**src/rtl/dpram_fifo_ctrl.sv**
```systemverilog
// dpram_fifo_ctrl
//   Synchronous FIFO controller wrapped around an external dual-port RAM.
//   Port A of the RAM is the write side and Port B is the read side.
//   The Port A read strobe and all Port B write signals are tied off.
//   The RAM registers its Port B output, so a read is valid one cycle after
//   it is accepted.
//
// Ports
//   clk, rst                 system clock, synchronous active-high reset
//   wr_en, wr_data           producer write request and data
//   rd_en                    consumer read request
//   rd_data, rd_valid        read data and its valid strobe
//   full, almost_full,
//   empty, count             registered occupancy status
//   overflow, underflow      sticky error flags, cleared only by rst
//   ram_*                    RAM control signals out, ram_out_b data in
module dpram_fifo_ctrl #(
    parameter int DATA_W      = 8,
    parameter int ADDR_W      = 3,
    parameter int AFULL_LEVEL = 6
) (
    input  logic              clk,
    input  logic              rst,
    input  logic              wr_en,
    input  logic [DATA_W-1:0] wr_data,
    input  logic              rd_en,
    output logic [DATA_W-1:0] rd_data,
    output logic              rd_valid,
    output logic              full,
    output logic              almost_full,
    output logic              empty,
    output logic [ADDR_W:0]   count,
    output logic              overflow,
    output logic              underflow,
    output logic [DATA_W-1:0] ram_a,
    output logic [ADDR_W-1:0] ram_addrs_a,
    output logic              ram_wra,
    output logic              ram_rda,
    output logic [ADDR_W-1:0] ram_addrs_b,
    output logic              ram_rdb,
    output logic              ram_wrb,
    output logic [DATA_W-1:0] ram_b,
    input  logic [DATA_W-1:0] ram_out_b
);

    localparam logic [ADDR_W:0] DEPTH_C = {1'b1, {ADDR_W{1'b0}}};
    localparam logic [ADDR_W:0] AFULL_C = AFULL_LEVEL[ADDR_W:0];

    logic [ADDR_W-1:0] wptr;
    logic [ADDR_W-1:0] rptr;
    logic [ADDR_W:0]   count_next;
    logic              wr_acc;
    logic              rd_acc;

    // Gating on the registered flags also guarantees that Port A and Port B
    // never address the same entry in the same cycle.
    assign wr_acc = wr_en & ~full;
    assign rd_acc = rd_en & ~empty;

    assign ram_wra     = wr_acc;
    assign ram_addrs_a = wptr;
    assign ram_a       = wr_data;
    assign ram_rdb     = rd_acc;
    assign ram_addrs_b = rptr;
    assign ram_rda     = 1'b0;
    assign ram_wrb     = 1'b0;
    assign ram_b       = '0;

    assign rd_data = ram_out_b;

    always_comb begin
        count_next = count;
        if (wr_acc && !rd_acc) begin
            count_next = count + 1'b1;
        end else if (rd_acc && !wr_acc) begin
            count_next = count - 1'b1;
        end
    end

    always_ff @(posedge clk) begin
        if (rst) begin
            wptr        <= '0;
            rptr        <= '0;
            count       <= '0;
            empty       <= 1'b1;
            full        <= 1'b0;
            almost_full <= 1'b0;
            rd_valid    <= 1'b0;
            overflow    <= 1'b0;
            underflow   <= 1'b0;
        end else begin
            // Pointers wrap naturally at DEPTH through ADDR_W-bit overflow.
            if (wr_acc) begin
                wptr <= wptr + 1'b1;
            end
            if (rd_acc) begin
                rptr <= rptr + 1'b1;
            end
            count       <= count_next;
            empty       <= (count_next == '0);
            full        <= (count_next == DEPTH_C);
            almost_full <= (count_next >= AFULL_C);
            rd_valid    <= rd_acc;
            if (wr_en && full) begin
                overflow <= 1'b1;
            end
            if (rd_en && empty) begin
                underflow <= 1'b1;
            end
        end
    end

endmodule
```
**config.mk**
```make
export PLATFORM = sky130hd
export DESIGN_NAME = dpram_fifo_ctrl
export DESIGN_NICKNAME = d
export VERILOG_FILES = /design/src/rtl/dpram_fifo_ctrl.sv
export SDC_FILE = /design/constraint.sdc
export NUM_CORES = 1
export LEC_CHECK = 0
export ABC_AREA = 0
export CAP_MARGIN = 20
export CORE_MARGIN = 3
export CORE_UTILIZATION = 30
export CTS_BUF_LIST = sky130_fd_sc_hd__clkbuf_8 sky130_fd_sc_hd__clkbuf_16
export CTS_CLUSTER_SIZE = 12
export DETAILED_ROUTE_END_ITERATION = 6
export GPL_TIMING_DRIVEN = 0
export MAX_ROUTING_LAYER = met4
export PLACE_DENSITY = 0.76
export SYNTH_ARGS = -nofsm -noshare
export SYNTH_HDL_FRONTEND = slang
export SYNTH_SLANG_ARGS = --single-unit
export TNS_END_PERCENT = 1
```
**constraint.sdc**
```tcl
create_clock -name clk -period 3.1 [get_ports clk]
set_input_delay 0.62 -clock clk [delete_from_list [all_inputs] [get_ports clk]]
set_output_delay 0.62 -clock clk [all_outputs]
set_load 0.1 [all_outputs]
```
==> reports/results.ini, run 1 <==
[outcome]
status = finished clean

[critical_path]
critPathArrivalTime_ns = 2.36
endpoint_kind = output port
critPathKind = in2out
crit_fanout = 10
path_delay_family = buffers and inverters
crit_path_max_incr_delay_ns = 0.87
cp-start-kind = input pin
cpMaxStageDelayCell = dlygate4sd2_1
required_ns = 2.48
path_cells = clkdlybuf4s50_1 -> nand2b_4 -> inv_2 -> buf_4 -> dlygate4sd2_1
critPathBufInv = 4

[clock_tree]
clkLatencyLatePin_ns = 0.25
clk_pin_slew_ns = 0.06
cts_inserted_buffers = 3
clock-sinks = 16
cts_root_buf = clkbuf_8
cts_tree = done
htree_levels = 1
clockBufferDepth = 2

[yosys]
syn_avg_cell_area_um2 = 8.541
synth-adder-area-share_pct = 5.096
synth_cell_types = 34
synth_xor_area_share_pct = 5.350
synthMuxAreaShare_pct = 0
seq_area_frac_synth_pct = 32.61
synth_top_family_by_area = buffers and inverters
ys_ff_latch = 16
synth-compound-area-share_pct = 12.10
synth_cells = 115
netlist_area_um2 = 982.2
yosys_warnings = 0
synthSimpleGateAreaFrac_pct = 18.09

[global_route]
grt_use_met3_pct = 4.813
grt_util_met2_pct = 18.18
grt_busiest_layer = met2
grt_util_met1_pct = 11.46
grt_max_degree = 11
overflow = 0
gr-usage-all-layers_pct = 10.70
grt_pass1_wl_mm = 3.415
grt_antenna_before_repair = 0
grt_pass1_vias = 804

[pwr]
ir_drop_mv = 0.4814
pwr-share-comb_pct = 62.0
p_sw_uw = 665.9
switching_share_pct = 54.47
power_mw = 1.223
p_leak_nw = 0.6678
powerDensity_nw_per_um2 = 823.9
p_int_uw = 556.7
seq_power_share_pct = 23.2
power_frac_clock_pct = 14.8

[routing]
drc = 0
vias = 879
wire_per_inst_um = 10.25
drt-vias-per-instance = 4.226
antenna_left = 0
wirelength_mm = 2.131
firstDrtPassIters = 2
drtIter0Drc = 7

[flow_run]
cap_violations = 0

[place]
io_buffers = 36
dp_hpwl_mm = 1.743
place.gp.congestion = 0.7609

[floorplan]
start_util_pct = 31.91
core_area_um2 = 3078
rows = 20
fp.dieArea_um2 = 3997
die_w_um = 63.22
io_pins = 64
die_h_um = 63.22

[sta]
worstMarginPinSlew_ns = 0.9791
slew_viol_final = 0
finClkSkew_ns = 0.002339
relSlewSlack_pct = 34.52
fmax_ghz = 0.3354
fin_hold_ws_ns = 0.4728
post-route-period-util_pct = 96.17
rsz0062_at_grt = false
hold_viol_final = 0
post-route-min-period_ns = 2.981
setup_violations = 0

[final_layout]
fillCellCount = 301
final_nets = 189
diodes = 0
final_layout_size_suffix_gt1_share_pct = 22.56
syn_to_final_growth_pct = 51.08

[min_path]
hold_class = reg2reg

-- stage by stage --
stage | cell area (µm²) | setup WS (ns) | instances | setup TNS (ns) | util (%)
global route | 1484 | 0.05375 | 208 | 0 | 48.21
floorplan | 1016 | 0.7359 | 124 | 0 | -
global placement | 1431 | -0.1646 | 204 | -0.3116 | 46.50
detailed placement | 1431 | -0.1699 | 204 | -0.3307 | 46.50
finish | 1484 | 0.1188 | 208 | 0 | 48.21
CTS | 1484 | 0.1057 | 208 | 0 | 48.21
-- synthesized netlist by cell type --
cell type	instances	share of area, %
buf_4	27	21
dfxtp_1	16	33
nor2_1	10	3.8
nand2_1	7	2.7
a21oi_1	6	3.1
inv_1	5	1.9
ha_1	4	5.1
xnor2_1	4	3.6
nand3_1	3	1.5
a21boi_0	2	1.5
and3_1	2	1.3
buf_6	2	2.3
clkbuf_1	2	0.76
inv_2	2	0.76
nor3_1	2	1.0
o21ai_0	2	1.0
xor2_1	2	1.8
a211o_1	1	0.89
a21o_1	1	0.76
a221o_1	1	1.0
a41o_1	1	1.0
and3b_1	1	0.89
and4_4	1	1.1
conb_1	1	0.38
nand2b_1	1	0.64
nand2b_4	1	1.4
nand3b_1	1	0.76
nand4b_1	1	0.89
nor4_1	1	0.64
o2111a_1	1	1.1
o211ai_1	1	0.76
o32ai_1	1	0.89
or3_1	1	0.64
or4_1	1	0.76
-- final cells by class --
cell class | instances | area, µm² | share of cell area [%]
Buffer | 31 | 232.7 | 15.68
Clock buffer | 4 | 55.05 | 3.710
Inverter | 7 | 26.28 | 1.771
Multi-Input combinational cell | 70 | 436.7 | 29.43
Sequential cell | 16 | 320.3 | 21.59
Tap cell | 44 | 55.05 | 3.710
Timing Repair Buffer | 36 | 357.8 | 24.11
-- flip-flops by register name, indices dropped and copies added, names as in the netlist --
register and count:
overflow 1, rd_valid 1, full 1, almost_full 1
ram_addrs_a 3, ram_addrs_b 3, count 4, empty 1
underflow 1
-- kinds of logic (layout without fill, tap and decap cells) --
| group | count (synthesis) | in the layout |
|---|---|---|
| fa+ha+maj | 4 | 4 |
| xor+xnor | 6 | 6 |
| compound gates | 17 | 17 |
| buf+inv | 38 | 78 |
| other cells | 1 | 10 |
| simple gates | 33 | 33 |
| flops | 16 | 16 |
-- worst reg2reg max path, cell delays in order (launching register included) --
cell	delay [ns]
dfxtp_1	0.42
ha_1	0.18
inv_1	0.04
or4_1	0.49
and4_4	0.23
a41o_1	0.22
-- cells in the final DEF, fill, tap and decap left out, types with 2 or more instances in the layout --
master           count
buf_6                2
ha_1                 4
nor3_1               2
a21boi_0             2
clkbuf_1             2
xnor2_1              4
inv_1                5
dfxtp_1             16
clkdlybuf4s50_1     34
xor2_1               2
nand3_1              3
nand2_1              7
a21oi_1              6
and3_1               2
nor2_1              10
clkbuf_8             4
inv_2                2
conb_1              10
o21ai_0              2
buf_4               27
dlygate4sd2_1        2
-- repair_timing --
action	4_1_cts	5_1_grt
endpoints found under the hold margin	0	0
resized for setup	2	0
buffers inserted	0	0
setup endpoints to repair	2	0
hold buffers	0	0
-- per-layer routing --
metal  up-vias  wire length (µm)  share of wire (%)
met3         4               204                9.6
met5         -                 0                  0
met1       389               886                 42
met4         0                17               0.80
li1        446                 -                  -
met2        40              1024                 48
-- path summary, 6_finish.rpt --
path / from / end / slack [ns] / cells past startpoint
min reg2reg: underflow / underflow / 0.47 / 2
max reg2reg: count[0] / empty / 1.41 / 5
min: underflow / underflow / 0.47 / 2
max: rd_en / ram_rdb / 0.12 / 5
-- power groups by stage --
stage               combinational (mW)  clock [mW]  sequential [mW]
finish                           0.758       0.180            0.284
global route                     0.793       0.197            0.293
CTS                              0.761       0.188            0.284
detailed placement               0.762           0            0.288
global placement                 0.756           0            0.288
floorplan                        0.361           0            0.548
Power figures use the tool's default switching activity.
==> inputs of run 2 (changes only) <==
- CAP_MARGIN: 20 -> 30
==> results of run 2 <==
Same layout as run 1: the final DEF is identical, and so are final timing and power.
